==> config.mk <==
export PLATFORM = sky130hd
export DESIGN_NAME = saumauping_rst_ctrl
export DESIGN_NICKNAME = d
export VERILOG_FILES = /design/src/rtl/saumauping_rst_ctrl.sv
export SDC_FILE = /design/constraint.sdc
export NUM_CORES = 1
export LEC_CHECK = 0
export ABC_AREA = 1
export CAP_MARGIN = 20
export CORE_MARGIN = 10
export CORE_UTILIZATION = 45
export CTS_BUF_LIST = sky130_fd_sc_hd__clkbuf_2 sky130_fd_sc_hd__clkbuf_4 sky130_fd_sc_hd__clkbuf_8
export DETAILED_ROUTE_END_ITERATION = 8
export GPL_ROUTABILITY_DRIVEN = 0
export GPL_TIMING_DRIVEN = 0
export PLACE_DENSITY_LB_ADDON = 0.3
export SLEW_MARGIN = 20
export SYNTH_ARGS = -nofsm -noshare
export SYNTH_HDL_FRONTEND = slang
export SYNTH_SLANG_ARGS = --single-unit
export TNS_END_PERCENT = 20
==> constraint.sdc <==
create_clock -name clk -period 1.7 [get_ports clk]
set_input_delay 0.51 -clock clk [delete_from_list [all_inputs] [get_ports clk]]
set_output_delay 0.51 -clock clk [all_outputs]
set_load 0.02 [all_outputs]
==> src/rtl/saumauping_rst_ctrl.sv <==
// saumauping_rst_ctrl: SoC reset sequencer.
// The external reset is synchronised, then NUM_DOMAINS high-active reset lines
// are released one at a time in index order. Each release waits for the
// domain's ready (or a timeout), then a gap, before the next domain goes.
// Software can later re-reset any subset without touching the others.
//
// Handshake: rdy_i[k] is a plain level, looked at only while domain k is the
// one being waited on and its reset is already released. swrst_req_i and
// swrst_mask_i are level-sampled on every clk edge and only act in DONE with
// a non-zero mask; at any other time they are ignored.
module saumauping_rst_ctrl #(
   parameter int SYNCIN      = 3,
   parameter int NUM_DOMAINS = 4,
   parameter int HOLD_CYCLES = 8,
   parameter int STAGE_DELAY = 4,
   parameter int TIMEOUT     = 64
) (
   input  logic                   clk,
   input  logic                   rst_n,
   input  logic [NUM_DOMAINS-1:0] rdy_i,
   input  logic                   swrst_req_i,
   input  logic [NUM_DOMAINS-1:0] swrst_mask_i,
   output logic [NUM_DOMAINS-1:0] rst_o,
   output logic                   done_o,
   output logic                   busy_o,
   output logic [NUM_DOMAINS-1:0] timeout_o,
   output logic [1:0]             cause_o,
   output logic [1:0]             dbg_state_o
);

   localparam int MAX_HS  = (HOLD_CYCLES > STAGE_DELAY) ? HOLD_CYCLES : STAGE_DELAY;
   localparam int MAX_CNT = (MAX_HS > TIMEOUT) ? MAX_HS : TIMEOUT;
   localparam int CW      = $clog2(MAX_CNT + 1);
   localparam int KW      = (NUM_DOMAINS > 1) ? $clog2(NUM_DOMAINS) : 1;

   localparam logic [CW-1:0] HOLD_LAST  = CW'(HOLD_CYCLES - 1);
   localparam logic [CW-1:0] STAGE_LAST = CW'((STAGE_DELAY > 0) ? STAGE_DELAY - 1 : 0);
   localparam logic [CW-1:0] TO_LAST    = CW'((TIMEOUT > 0) ? TIMEOUT - 1 : 0);

   typedef enum logic [1:0] {S_HOLD, S_WAIT, S_GAP, S_DONE} state_t;

   logic [SYNCIN-1:0]      sync_q;
   logic                   r_sync;
   state_t                 state;
   logic [NUM_DOMAINS-1:0] sel;
   logic [KW-1:0]          k;
   logic [CW-1:0]          cnt;
   logic [KW-1:0]          first_k;
   logic [KW-1:0]          next_k;
   logic                   has_next;
   logic                   rdy_k;
   logic                   to_hit;

   assign r_sync      = sync_q[0];
   assign dbg_state_o = state;

   // Sync-in shift register: preset by rst_n, drains zeros towards bit 0.
   always_ff @(posedge clk or negedge rst_n) begin
      if (!rst_n) sync_q <= '1;
      else        sync_q <= {1'b0, sync_q[SYNCIN-1:1]};
   end

   // Lowest selected domain: the first one a sequence releases.
   always_comb begin
      first_k = '0;
      for (int i = NUM_DOMAINS - 1; i >= 0; i--) begin
         if (sel[i]) first_k = KW'(i);
      end
   end

   // Lowest selected domain above the current one; unselected ones are skipped.
   always_comb begin
      next_k   = '0;
      has_next = 1'b0;
      for (int i = NUM_DOMAINS - 1; i >= 0; i--) begin
         if (sel[i] && (i > int'(k))) begin
            next_k   = KW'(i);
            has_next = 1'b1;
         end
      end
   end

   // Ready of the awaited domain; a flagged timeout acts as ready on the next edge.
   always_comb begin
      rdy_k  = (rdy_i[k] & ~rst_o[k]) | timeout_o[k];
      to_hit = (TIMEOUT != 0) && (cnt == TO_LAST);
   end

   // Sequencer: hold, then release domains in order with handshake, gap, timeout.
   always_ff @(posedge clk or negedge rst_n) begin
      if (!rst_n) begin
         state     <= S_HOLD;
         sel       <= '1;
         k         <= '0;
         cnt       <= '0;
         rst_o     <= '1;
         done_o    <= 1'b0;
         busy_o    <= 1'b1;
         timeout_o <= '0;
         cause_o   <= 2'b01;
      end else begin
         case (state)
            S_HOLD: begin
               if (r_sync) begin
                  cnt <= '0;
               end else if (cnt == HOLD_LAST) begin
                  rst_o[first_k] <= 1'b0;
                  k              <= first_k;
                  cnt            <= '0;
                  state          <= S_WAIT;
               end else begin
                  cnt <= cnt + CW'(1);
               end
            end
            S_WAIT: begin
               if (rdy_k) begin
                  cnt <= '0;
                  if (!has_next) begin
                     done_o <= 1'b1;
                     busy_o <= 1'b0;
                     state  <= S_DONE;
                  end else if (STAGE_DELAY == 0) begin
                     rst_o[next_k] <= 1'b0;
                     k             <= next_k;
                  end else begin
                     state <= S_GAP;
                  end
               end else begin
                  cnt <= cnt + CW'(1);
                  if (to_hit) timeout_o[k] <= 1'b1;
               end
            end
            S_GAP: begin
               if (cnt == STAGE_LAST) begin
                  rst_o[next_k] <= 1'b0;
                  k             <= next_k;
                  cnt           <= '0;
                  state         <= S_WAIT;
               end else begin
                  cnt <= cnt + CW'(1);
               end
            end
            S_DONE: begin
               if (swrst_req_i && (swrst_mask_i != '0)) begin
                  rst_o     <= rst_o | swrst_mask_i;
                  sel       <= swrst_mask_i;
                  timeout_o <= timeout_o & ~swrst_mask_i;
                  cause_o   <= 2'b10;
                  done_o    <= 1'b0;
                  busy_o    <= 1'b1;
                  cnt       <= '0;
                  state     <= S_HOLD;
               end
            end
            default: state <= S_HOLD;
         endcase
      end
   end

endmodule

-- Yosys cells after proc, flatten, opt, wreduce, memory -nomap -nowiden
Index checks and enable logic that the tools add are counted.
- output and inout bits: 14
- flip-flop bits (word level): 30
- logic and storage cells: 119
- bits of input ports: 11
- muxes and demuxes: 56
- eq/ne operators: 14
- magnitude comparators: 9
- $add $sub $neg: 1
- bitwise logic cells: 11
- reductions and logical operators: 18
- operators with widths (cell ; number):
    7-bit 2-to-1 mux ; 5
    2-bit 2-to-1 mux ; 15
    4-bit 2-to-1 mux ; 7
    7-bit case mux with 4 select lines ; 1
    1-bit 2-to-1 mux ; 16
    2-bit != test, second input constant ; 8
    4-bit bitwise AND ; 3
    4-bit inverter ; 3
    4-bit case mux with 3 select lines ; 1
    4-bit AND reduction ; 3
    5-bit AND reduction ; 2
    2-bit by 3-bit < comparator with 1-bit output, second input constant ; 3
    4-bit OR ; 2
    2-bit case mux with 4 select lines ; 1
    4-bit case mux with 2 select lines ; 1
    7-bit by 1-bit adder with 7-bit output, second input constant ; 1
    7-bit by 2-bit equality test with 1-bit output, second input constant ; 1
    7-bit by 3-bit equality test with 1-bit output, second input constant ; 1
    7-bit by 6-bit equality test with 1-bit output, second input constant ; 1
    1-bit logical AND ; 7
    1-bit binary-select mux with 2-bit select ; 3
    1-bit demux with 2-bit select ; 3
    2-bit by 1-bit >= comparator with 1-bit output, second input constant ; 3
    2-bit equality test, second input constant ; 2
    13 further kinds ; 16

-- Depth between registers and ports, before layout
- word-level depth: 13
- mapped depth: 13
- depth with buffers taken out: 12

-- Worst setup path after synthesis
OpenSTA, ideal clock, no wires.
- kind: register to register
- start point: register state[1] (netlist: dbg_state_o[1])
- end point: register timeout_o[0]
- cell stages (with the launch flop): 8
- setup time: 117 ps
- arrival: 1286 ps
- data required time: 1583 ps
- path slack: 296 ps
- clock period less this slack: 1404 ps
- cell sequence: dfrtp_1 -> nand2_2 -> inv_2 -> nand3_2 -> nand2_1 -> nand2_1 -> nand2_1 -> nand2_1
- word-level cells in the longest chain between the ends: 3
- RTL lines (element ; line ; text):
    from (decl) ; 44 ; state_t state;
    from (signal assigned) ; 92 ; state <= S_HOLD;
    from (signal assigned) ; 110 ; state <= S_WAIT;
    from (signal assigned) ; 121 ; state <= S_DONE;
    2-bit by 1-bit equality test with 1-bit output or 2-bit equality test (tied branches) ; 102 ; case (state)
    2-bit != test (no line) or 2-bit nonzero test (tied branches) ; - ;
    4-bit AND reduction (no line) ; - ;
    to (signal assigned) ; 147 ; timeout_o <= timeout_o & ~swrst_mask_i;
    to (decl) ; 26 ; output logic [NUM_DOMAINS-1:0] timeout_o,
Several ways; a longest one is shown, not always the timed one.
A chain may end at the register's enable or synchronous reset.

-- Worst setup path after layout
- start point: register rst_o[0]
- end point: output rst_o[0]
- RTL lines (element ; line ; text):
    from (decl) ; 23 ; output logic [NUM_DOMAINS-1:0] rst_o,
    from (signal assigned) ; 145 ; rst_o <= rst_o | swrst_mask_i;
No word-level cell between the ends.

==> flow_summary.toml <==
[routing]
drc = 0
antenna_left = 0
wire_per_inst_um = 12.9
dr_total_vias = 1836
viasPerCell = 5.19
wl_mm = 4.56
drt_pass1_iterations = 4
drt_iter0_drc = 119

[cells_and_area]
diodes = 0
drive_gt1_share_pct = 17.8
area_growth_pct = 22.3
utilization_pct = 56.6
design_area_mm2 = 0.00227
final_nets = 315

[floorplanning]
start_util_pct = 46.3
die-area_mm2 = 0.00708
die-width_um = 84.2
core_region_area_mm2 = 0.00400
placement_rows = 23
io_pins = 25
die_h_um = 84.2

[critical_path]
cp_max_fo = 3
crit_chain = "clkdlybuf4s15_1"
path_delay_family = "flip-flops"
arrival_ns = 1.13
crit_buf_inv = 1
crit_type = "flop to output port"
reg2reg_depth = 10
start_kind = "flop"
worstSetupPathDepth = 1
slowest_delay_ns = 0.55
required_ns = 1.19
setup.worst_path.end_class = "output port"
slowest_stage = "dfstp_2"

[power_and_ir_drop]
power.density_mw_per_mm2 = 1710
leakage_nw = 1.17
p_total_w = 0.00386
ir_drop_uv = 747

[grt]
grt_pass1_wl_mm = 7.62
grt_overflow = 0
grt_start_max_net_pins = 31
grt_pass1_vias = 1735
antenna_found_initial = 0
grt_usage_pct = 12.6

[yosys]
ys_seq_elements = 30
yosys_most_used_dff = "dfrtp_1"
yosys.area.top_type = "dfrtp_1"
synth_common_cells = "102 x nand2_1, 34 x nand3_1, 28 x inv_1"
syn-cell-area_mm2 = 0.00185
async_flop_share_pct = 100
yosysWarnings = 0
synth.area.top_cells = "dfrtp_1 23%, nand2_1 21%, dfstp_2 18%, nand3_1 9.2%, inv_1 5.7%"
synth_edf_count = 0
syn_inst = 271
synth_top_area_share_pct = 23.0
ys_types = 26
avgSynthCellArea_um2 = 6.84
ys_seq_area_share_pct = 41.4
synth_fp_nets = 283
yosysMostFrequentCell = "nand2_1"

[clock_tree]
clock-sinks = 30
cts.htree.levels = 2
cts.reportedPaths.clkPinSlew_ns = 0.06
clock_path_buffers = 2
clk_latency_ns = 0.28
cts_buffers = 5
cts_tree = "built"
root_buffer = "clkbuf_8"

[place]
dp_hpwl_mm = 3.44
port_buffers = 24
place_area_mm2 = 0.00215

[timing]
final_hold_viol_count = 0
final_max_slew_viol_count = 0
max_slew_margin_pct = 56.7
setup_violations = 0
finalCriticalPeriod_ns = 1.64
fin_worst_skew_ns = 0.00812
grt_setup_unrepaired = "yes"
worst_slew_pin_slew_ns = 0.649
post-route-period-util_pct = 96.4
max_freq_mhz = 610

[worst_hold_path]
hp-class = "input port to async pin"

[job]
maxCapViolCount = 0

[outcome]
status = "completed"
==> final timing paths <==
kind	start	slack (ns)	end
worst max-delay path	rst_o[0]	0.06	rst_o[0]
worst min-delay path	rst_n	0.25	cnt[5]
worst max register to register	cnt[0]	0.11	rst_o[3]
worst min register to register	sync_q[1]	0.36	sync_q[0]
max in group asynchronous	rst_n	0.99	dbg_state_o[1]
min in group clk	sync_q[1]	0.36	sync_q[0]
==> metal layers <==
metal | GRT usage, % | vias to the layer above | routed length, µm
li1 | - | 945 | -
met1 | 14.8 | 836 | 2010
met2 | 20.5 | 48 | 2110
met3 | 5.12 | 7 | 385
met4 | 4.11 | 0 | 51
met5 | 0 | - | 0
==> flip-flops by register name, summed over array words and instances, names as in the netlist <==
register / flops
rst_o: 4
sync_q: 3
timeout_o: 4
dbg_state_o: 2
sel: 4
busy_o: 1
done_o: 1
cnt: 7
k: 2
cause_o: 2
==> report_power, final <==
part | switching (W) | total, W | internal [W]
Combinational | 0.00132 | 0.00200 | 0.000680
Sequential | 0.000262 | 0.00128 | 0.00102
Clock | 0.000252 | 0.000590 | 0.000338
==> stage by stage <==
stage          setup WS (ns)  hold slack, ns  TNS [ns]  cells
3_3_place_gp          -0.415           0.346    -14.50    345
6_report              0.0604           0.251         0    354
4_1_cts               0.0113           0.277         0    353
3_5_place_dp          -0.374           0.348     -5.68    345
2_1_floorplan          0.296           0.214         0    271
5_1_grt             0.000360           0.303         0    354
==> final cells by class <==
| cell class | instances | area [µm²] |
|---|---|---|
| Buffer | 4 | 26.3 |
| Clock buffer | 8 | 91.3 |
| Fill cell | 389 | 1730 |
| Inverter | 33 | 124 |
| Multi-Input combinational cell | 204 | 976 |
| Sequential cell | 30 | 769 |
| Tap cell | 50 | 62.6 |
| Timing Repair Buffer | 25 | 216 |
==> cell families (layout without fill, tap and decap cells) <==
| group | Yosys count | in the layout | synth area share (%) |
|---|---|---|---|
| AOI/OAI and AO/OA | 23 | 23 | 6.62 |
| xor gates and xnor gates | 3 | 3 | 1.42 |
| adders and majority gates | 1 | 1 | 0.675 |
| buffers and inverters | 37 | 70 | 8.03 |
| DFF | 30 | 30 | 41.4 |
| other | 1 | 1 | 0.202 |
| and+or+nand+nor | 176 | 176 | 41.7 |
==> placed cells by master, fill, tap and decap left out, drive strengths merged <==
cell	instances
nand3	35
clkdlybuf4s50	9
a22oi	1
inv	33
o21bai	2
nand3b	2
a21oi	2
clkdlybuf4s15	2
dlygate4sd2	9
dfrtp	17
nand2	104
buf	5
nor2	17
dfstp	13
nor3	4
ha	1
xnor2	1
xor2	2
clkbuf	12
nand4	14
conb	1
o21ai	18
==> timing repair <==
item                       4_1_cts  5_1_grt
setup endpoints to repair       20       17
buffers inserted                 0        1
gates resized for setup         20       19
hold buffers                     0        0
pin swaps                        1        4
No activity file was read; power rests on OpenSTA's default activity.
